$ cat src/rtl/dct_transpose_buffer_if.sv
// Handshake bundle between the row-pass DCT, the transpose buffer and the column-pass DCT.
// slave = transpose buffer view, master = surrounding stages view.
interface dct_transpose_buffer_if #(
  parameter int W = 16,
  parameter int N = 8
);
  logic [N*W-1:0] in_row;
  logic           in_valid;
  logic           in_ready;
  logic [N*W-1:0] out_col;
  logic           out_valid;
  logic           out_ready;
  logic           out_first;
  logic           out_last;

  modport slave (
    input  in_row, in_valid, out_ready,
    output in_ready, out_col, out_valid, out_first, out_last
  );

  modport master (
    output in_row, in_valid, out_ready,
    input  in_ready, out_col, out_valid, out_first, out_last
  );
endinterface

$ cat src/rtl/dct_transpose_buffer.sv
// Ping-pong 8x8 transpose memory: rows written from the row-pass DCT, columns read by the column pass.
// Lane k owns row k of both banks, so a column read is every lane selecting the same element.
module dct_transpose_lane #(
  parameter int W  = 16,
  parameter int N  = 8,
  parameter int AW = 3
) (
  input  logic           clk,
  input  logic           we,
  input  logic           wr_sel,
  input  logic [N*W-1:0] row,
  input  logic           rd_sel,
  input  logic [AW-1:0]  rd_col,
  output logic [W-1:0]   q
);
  // Storage is deliberately not reset; out_col is only meaningful with out_valid.
  logic [1:0][N-1:0][W-1:0] mem;

  always_ff @(posedge clk) begin
    if (we) mem[wr_sel] <= row;
  end

  assign q = mem[rd_sel][rd_col];
endmodule

module dct_transpose_buffer #(
  parameter int W = 16,
  parameter int N = 8
) (
  input  logic                  clk,
  input  logic                  rst,
  dct_transpose_buffer_if.slave bus
);
  localparam int AW = (N > 1) ? $clog2(N) : 1;
  localparam logic [AW-1:0] LAST = AW'(N-1);

  logic [1:0]           bank_full;
  logic                 wr_sel, rd_sel;
  logic [AW-1:0]        wr_row, rd_col;
  logic                 wr_fire, rd_fire;
  logic [1:0]           set_full, clr_full;
  logic [N-1:0][W-1:0]  col;

  assign bus.in_ready  = !bank_full[wr_sel];
  assign bus.out_valid = bank_full[rd_sel];
  assign bus.out_first = bus.out_valid && (rd_col == '0);
  assign bus.out_last  = bus.out_valid && (rd_col == LAST);
  assign bus.out_col   = col;

  assign wr_fire = bus.in_valid && bus.in_ready;
  assign rd_fire = bus.out_valid && bus.out_ready;

  // Set and clear always target different banks: the write bank is never full.
  always_comb begin
    set_full = '0;
    clr_full = '0;
    if (wr_fire && wr_row == LAST) set_full[wr_sel] = 1'b1;
    if (rd_fire && rd_col == LAST) clr_full[rd_sel] = 1'b1;
  end

  always_ff @(posedge clk or posedge rst) begin
    if (rst) begin
      bank_full <= '0;
      wr_sel    <= 1'b0;
      rd_sel    <= 1'b0;
      wr_row    <= '0;
      rd_col    <= '0;
    end else begin
      bank_full <= (bank_full | set_full) & ~clr_full;
      if (wr_fire) begin
        if (wr_row == LAST) begin
          wr_row <= '0;
          wr_sel <= ~wr_sel;
        end else begin
          wr_row <= wr_row + 1'b1;
        end
      end
      if (rd_fire) begin
        if (rd_col == LAST) begin
          rd_col <= '0;
          rd_sel <= ~rd_sel;
        end else begin
          rd_col <= rd_col + 1'b1;
        end
      end
    end
  end

  for (genvar k = 0; k < N; k++) begin : g_lane
    dct_transpose_lane #(.W(W), .N(N), .AW(AW)) u_lane (
      .clk    (clk),
      .we     (wr_fire && (wr_row == AW'(k))),
      .wr_sel (wr_sel),
      .row    (bus.in_row),
      .rd_sel (rd_sel),
      .rd_col (rd_col),
      .q      (col[k])
    );
  end
endmodule
$ cat src/flat_wrapper.sv
// flat-port wrapper written by rule: the top's interface ports become plain ports
module dct_transpose_buffer_flat 
#(
  parameter int W = 16,
  parameter int N = 8
)
  (clk, rst, bus_in_row, bus_in_valid, bus_out_ready, bus_in_ready, bus_out_col, bus_out_valid, bus_out_first, bus_out_last);
  dct_transpose_buffer_if #(.W(W), .N(N)) bus_i ();
  input  logic clk;
  input  logic rst;
  input wire logic [$bits(bus_i.in_row)-1:0] bus_in_row;
  input wire logic [$bits(bus_i.in_valid)-1:0] bus_in_valid;
  input wire logic [$bits(bus_i.out_ready)-1:0] bus_out_ready;
  output wire logic [$bits(bus_i.in_ready)-1:0] bus_in_ready;
  output wire logic [$bits(bus_i.out_col)-1:0] bus_out_col;
  output wire logic [$bits(bus_i.out_valid)-1:0] bus_out_valid;
  output wire logic [$bits(bus_i.out_first)-1:0] bus_out_first;
  output wire logic [$bits(bus_i.out_last)-1:0] bus_out_last;
  assign bus_i.in_row = bus_in_row;
  assign bus_i.in_valid = bus_in_valid;
  assign bus_i.out_ready = bus_out_ready;
  assign bus_in_ready = bus_i.in_ready;
  assign bus_out_col = bus_i.out_col;
  assign bus_out_valid = bus_i.out_valid;
  assign bus_out_first = bus_i.out_first;
  assign bus_out_last = bus_i.out_last;
  dct_transpose_buffer #(.W(W), .N(N)) u_core (.clk(clk), .rst(rst), .bus(bus_i));
endmodule
$ cat config.mk
export PLATFORM = sky130hd
export DESIGN_NAME = dct_transpose_buffer_flat
export DESIGN_NICKNAME = d
export VERILOG_FILES = /design/src/rtl/dct_transpose_buffer_if.sv /design/src/rtl/dct_transpose_buffer.sv /design/src/flat_wrapper.sv
export SDC_FILE = /design/constraint.sdc
export NUM_CORES = 2
export LEC_CHECK = 0
export CAP_MARGIN = 40
export CORE_UTILIZATION = 50
export CTS_CLUSTER_DIAMETER = 80
export DETAILED_ROUTE_END_ITERATION = 12
export PLACE_DENSITY = 0.68
export SLEW_MARGIN = 25
export SYNTH_ARGS = -nofsm -noshare
export SYNTH_HDL_FRONTEND = slang
export SYNTH_SLANG_ARGS = --single-unit
$ cat constraint.sdc
create_clock -name clk -period 4.3 [get_ports clk]
set_input_delay 0.86 -clock clk [delete_from_list [all_inputs] [get_ports clk]]
set_output_delay 0.86 -clock clk [all_outputs]
set_load 0.01 [all_outputs]
# [Word-level counts from Yosys, hierarchy flattened]
# Cells that the tools add are included.
[op_classes] add_sub_neg=2 order_cmp=5 n_eq_ne=8 mux=54 bitwise=5 reduce_logical=20
[ops] op="$mux 128" n=17
[ops] op="$bwmux 256" n=8
[ops] op="$bmux 16 s3" n=8
[ops] op="$demux 128 s1" n=1
[ops] op="$mux 16" n=8
[ops] op="$eq 3x3->1 const B" n=5
[ops] op="$logic_and 1x1->1" n=15
[ops] op="$add 3x1->3 const B" n=2
[ops] op="$eq 3x2->1 const B" n=2
[ops] op="$logic_not 3->1" n=2
[ops] op="$mux 1" n=6
[ops] op="$mux 3" n=2
[ops] op="$lt 1x2->1 const B" n=2
[ops] op="$lt 3x4->1 const B" n=1
[ops] op="$mux 2" n=2
[ops] op="$reduce_and 2->1" n=2
[ops] op="$eq 3x1->1 const B" n=1
[ops] op="$and 2x2->2" n=1
[ops] op="$demux 1 s1" n=2
[ops] op="$ge 1x1->1 const B" n=2
[ops] op="$not 1->1" n=2
[ops] op="$not 2->2" n=1
[ops] op="$or 2x2->2" n=1
[ops] op="$logic_not 1->1" n=1
[totals] reg_bits=2058 out_inout_bits=132 wordCells=227

# [Depth between registers and ports, before layout]
[logic_depth] ltp_word=8 mapped_depth=9

# [Cells and area by module]
# A second synthesis with hierarchy kept.
[unflattened] cells_unflattened=3222 hier_area_um2=77720.8
[by_module_without_submodules] module="dct_transpose_lane" n_inst=8 cells_each=395 area_each_um2=9635.5 seq_area_each_um2=7687.4
[by_module_without_submodules] module="dct_transpose_buffer" n_inst=1 cells_each=62 area_each_um2=636.9 seq_area_each_um2=250.2

# [Worst setup path after synthesis]
# Ideal clock, no wire load.
[synth_path] path_type="input to register" from="input bus_in_valid" to="register u_core.g_lane[4].u_lane.mem[128] (netlist name), enable pin" arrival_ns=4.106 slack_ns=-0.309 cell_stages=2 cell_sequence="and3b_1 -> and3_1"
[synth_via] elab_chain_len=2
[synth_rtl] item="from (decl)" line="flat_wrapper.sv:12" rtl="input wire logic [$bits(bus_i.in_valid)-1:0] bus_in_valid;"
[synth_rtl] item="$logic_and 1x1->1" line="dct_transpose_buffer.sv:50" rtl="assign wr_fire = bus.in_valid && bus.in_ready;"
[synth_rtl] item="$logic_and 1x1->1" line="dct_transpose_buffer.sv:92" rtl=".we (wr_fire && (wr_row == AW'(k))),"
[synth_rtl] item="to (signal, indexed assignment)" line="dct_transpose_buffer.sv:20" rtl="if (we) mem[wr_sel] <= row;"
[synth_rtl] item="to (decl)" line="dct_transpose_buffer.sv:17" rtl="logic [1:0][N-1:0][W-1:0] mem;"
# No other way between the ends.
# A chain may end at the register's enable or synchronous reset.

# [Worst setup path in the final report]
[layout_path] from="register u_core.rd_sel" to="output bus_out_col[24]"
[layout_via] elab_chain_len=4
[layout_rtl] item="from (decl)" line="dct_transpose_buffer.sv:38" rtl="logic wr_sel, rd_sel;"
[layout_rtl] item="from (signal assigned)" line="dct_transpose_buffer.sv:81" rtl="rd_sel <= ~rd_sel;"
[layout_rtl] item="$mux 128 (not written as such) (2 in series)" line="dct_transpose_buffer.sv:23" rtl="assign q = mem[rd_sel][rd_col];"
[layout_rtl] item="$bmux 16 s3" line="dct_transpose_buffer.sv:23"
[layout_rtl] item="$mux 16 (not written as such)" line="dct_transpose_buffer.sv:23"
[layout_rtl] item="to (decl)" line="flat_wrapper.sv:15" rtl="output wire logic [$bits(bus_i.out_col)-1:0] bus_out_col;"
# No other way between the ends. The select of a mux whose other input is x is not followed.

==> results by group <==
Outcome
  • Status: finished, final reports clean

Pwr
  • Logic pwr share: between 30% and 40%
  • Pwr Density: around 640 nW/um^2
  • Switching power: 17,940 uW
  • Seq pwr share: approximately two fifths
  • Switching share of power: 30.43%
  • Leak Pwr: between 0.02 and 0.03 uW
  • Peak supply drop: around 0.00053 V
  • Clk pwr share: between 20% and 30%
  • Cell-internal power: 41,010 uW

Clock network
  • H-Tree Depth: 4
  • Clk_lat worst skew: roughly 0.84 ns
  • Reg clk slew, reported paths: about 0.07 ns
  • Root buffer cell: clkbuf_16
  • Clock buffer count from CTS: between 150 and 200
  • CTS Sinks: 2,058
  • CTS tree: yes
  • Hold buffer count at CTS: 0
  • Max Root-Sink Buffers: 3

Route
  • Iter 0 DRT Violations: 4,570
  • Final ANT Viol Nets: 0
  • Routed via count: a little under 40,000
  • WL/cell: about 32 um
  • Avg Vias per Cell: approximately 6.2
  • Final WL: around 200 mm
  • First drt pass iteration count: 7
  • DRC: 0

Layout
  • Syn-to-layout area delta: 18.98%
  • Non-filler cells, final: approximately 6,200
  • Final #Nets: ~4,000
  • Layout cells sized above 1: approximately 27%

Timing
  • Final hold vios: 0
  • Final worst-path cycle share: around 98%
  • Max Slew Vio Count: 0
  • Setup_tns: 0 ns
  • Achievable Freq: 236.2 MHz
  • RSZ-0062 raised after global routing: yes
  • Least-Margin Pin Slew: approximately 0.9 ns
  • Min Tclk post-route: between 4 and 5 ns
  • Count of endpoints failing setup in the final report: 0
  • Clock skew: about 0.025 ns
  • Slew headroom: 39.01%

GRT
  • First-pass GRT wire length: approximately 280 mm
  • GRT overflow: 0
  • GRT Overall Usage: about 25%
  • Largest net degree at the start of global routing: 97
  • Vias in the first global route: about 38,000
  • Initial antenna violation count: 16

Synth
  • Post-Synth Adder-Cell Area: less than 1%
  • Compound-Gate Fraction of Synth Area: between 2 and 3%
  • Seq cells post-synth: just over 2,000
  • Ys async rst share: less than 1%
  • YS warnings: 0
  • Synth Area in XOR/XNOR: 0%
  • Syn avg cell area: approximately 23 um^2
  • Post-synthesis cell count: between 3,000 and 4,000
  • Number of flops mapped to enable cells by yosys: about 2,000
  • Synthesized net count: 3,541
  • Post-synthesis mux area share: 14.68%
  • Simple-gate share of the synthesized area: between 1 and 1.5%
  • Ys flop type: edfxtp_1
  • Synth cell types: 35
  • Seq/Total Area, Yosys: 79.57%
  • Main combinational cell family by area after synthesis: multiplexers
  • Cell area after synthesis: ~78,000 um^2

Hold path
  • Worst hold path type: in -> async

Floorplanning
  • I/O pins: roughly 260
  • Die Ht: ~400 um
  • Row count: approximately 140
  • Effective utilization at floorplan: 50.37%
  • Placeable core area: between 150,000 and 200,000 um^2
  • DIE AREA: ~160,000 um^2
  • Die Wd: slightly below 400 um

Placement
  • # port buffers: around 260
  • Placed Cells: 5,706
  • Gpl congestion: about 0.79
  • Dpl hpwl: 118.5 mm

Setup path
  • Worst setup SP type: flip-flop
  • Bufs and invs on worst path: 5
  • Crit Path Max Fanout: 14
  • Critical path's top delay family: buffers and inverters
  • Crit path launch: u_core.rd_sel
  • Crit path DAT: 3.37 ns
  • Crit-path max cell delay: approximately 0.6 ns
  • Crit. End Element: output port
  • CP max-delay cell: clkdlybuf4s50_1
  • Reg-to-Reg Start: u_core.wr_row[0]
  • Req. time, crit path: between 3 and 4 ns
  • Cells along the critical path: buf_12 -> buf_16 -> buf_12 -> clkbuf_16 -> mux4_2 -> nand2_1 -> a32oi_4 -> clkdlybuf4s50_1
  • WS Path Type: reg -> out
  • Top cell by count, worst path: buf_12

Run
  • Max-cap viol count: 0
==> worst paths after layout <==
kind	endpoint	slack, ns	cells past startpoint
max	bus_out_col[24]	0.07	8
min	u_core.wr_sel	0.47	2
max reg2reg	u_core.g_lane[7].u_lane.mem[13]	1.90	4
min reg2reg	u_core.wr_sel	0.57	1
max in group asynchronous	u_core.rd_col[1]	3.50	2
min in group clk	u_core.wr_sel	0.57	1
==> sequential cells by signal, indices dropped and copies added, names as in the netlist <==
| name | cells |
|---|---|
| u_core.g_lane.u_lane.mem | 2048 |
| u_core.rd_col | 3 |
| u_core.wr_row | 3 |
| u_core.bank_full | 2 |
| u_core.rd_sel | 1 |
| u_core.wr_sel | 1 |
==> timing repair <==
action | in CTS | in global routing
buffers inserted | 26 | 35
endpoints found under the setup margin | 127 | 75
pin swaps | 8 | 20
cloned | 4 | 6
resized for setup | 123 | 99
==> power groups by stage <==
stage,clock network (uW),registers [uW],logic (uW)
floorplan,0,24200,8810
global placement,0,24400,16800
detailed placement,0,24500,16900
CTS,17000,23900,17800
global route,17700,24000,19100
finish,16800,24000,18200
==> kinds of logic (layout without fill, tap and decap cells) <==
group | Yosys count | in the layout
flops | 2058 | 2058
mux | 589 | 589
compound gates | 326 | 326
simple gates | 225 | 225
buf+inv | 193 | 904
fa+ha+maj | 9 | 9
other cells | 0 | 3
==> cell usage in the layout, fill, tap and decap left out, types with 45 or more instances in the layout <==
master           count
clkbuf_1            47
a22oi_2             45
buf_12              72
clkdlybuf4s50_1    190
mux4_2             439
dlymetal6s2s_1      45
buf_4              133
mux2i_1            147
clkbuf_16          206
a22oi_1            176
clkinv_1            51
edfxtp_1          2048
nand2_1            109
==> cell usage after synthesis, types with 15 or more instances <==
cell      instances  area share [%]
a211oi_1         17            0.16
buf_1            21            0.10
a22oi_1         221             2.1
nor2_1           17           0.082
mux4_2          439              13
o22ai_1          28            0.23
and3_1           15            0.12
buf_6            23            0.33
and2_1           23            0.19
nand2_1         136            0.66
buf_2            43            0.28
mux2i_1         147             1.9
a21oi_1          35            0.23
nand3_1          22            0.14
clkbuf_1         85            0.41
edfxtp_1       2048              79
==> per-stage QoR <==
stage | hold WS (ns) | util, % | setup WS (ns) | cell area, um^2 | power [uW]
2_1_floorplan | 0.5091 | - | 1.154 | 77620 | 33050
3_3_place_gp | 0.5215 | 54.55 | 0.2884 | 84030 | 41250
3_5_place_dp | 0.5358 | 54.69 | 0.4308 | 84250 | 41380
4_1_cts | 0.4509 | 59.30 | -0.09471 | 91350 | 58750
5_1_grt | 0.4487 | 59.93 | -0.03670 | 92320 | 60820
6_report | 0.4673 | 59.93 | 0.06671 | 92320 | 58940
==> worst register-to-register path, cell delays in order (launching register included) <==
cell     delay (ns)
dfrtp_1        0.43
ha_1           0.23
ha_1           0.24
and3_4         0.57
buf_4          0.52
==> cell type report <==
class	count	area (um^2)
inverter	6	22.52
sequential	2058	61760
tap	2044	2557
fill	10620	61720
clock buffer	250	5223
timing repair buffer	533	6330
antenna	3	7.507
clock inverter	115	1020
multi-input combinational	1149	15400
==> metal layers <==
layer / vias to the layer above / global-route usage, % / wire, um
li1: 15580 / - / -
met1: 20660 / 36.39 / 80970
met2: 1912 / 37.37 / 91420
met3: 258 / 7.324 / 20490
met4: 12 / 5.736 / 3898
met5: - / 0 / 67
No activity file was read; power rests on OpenSTA's default activity.
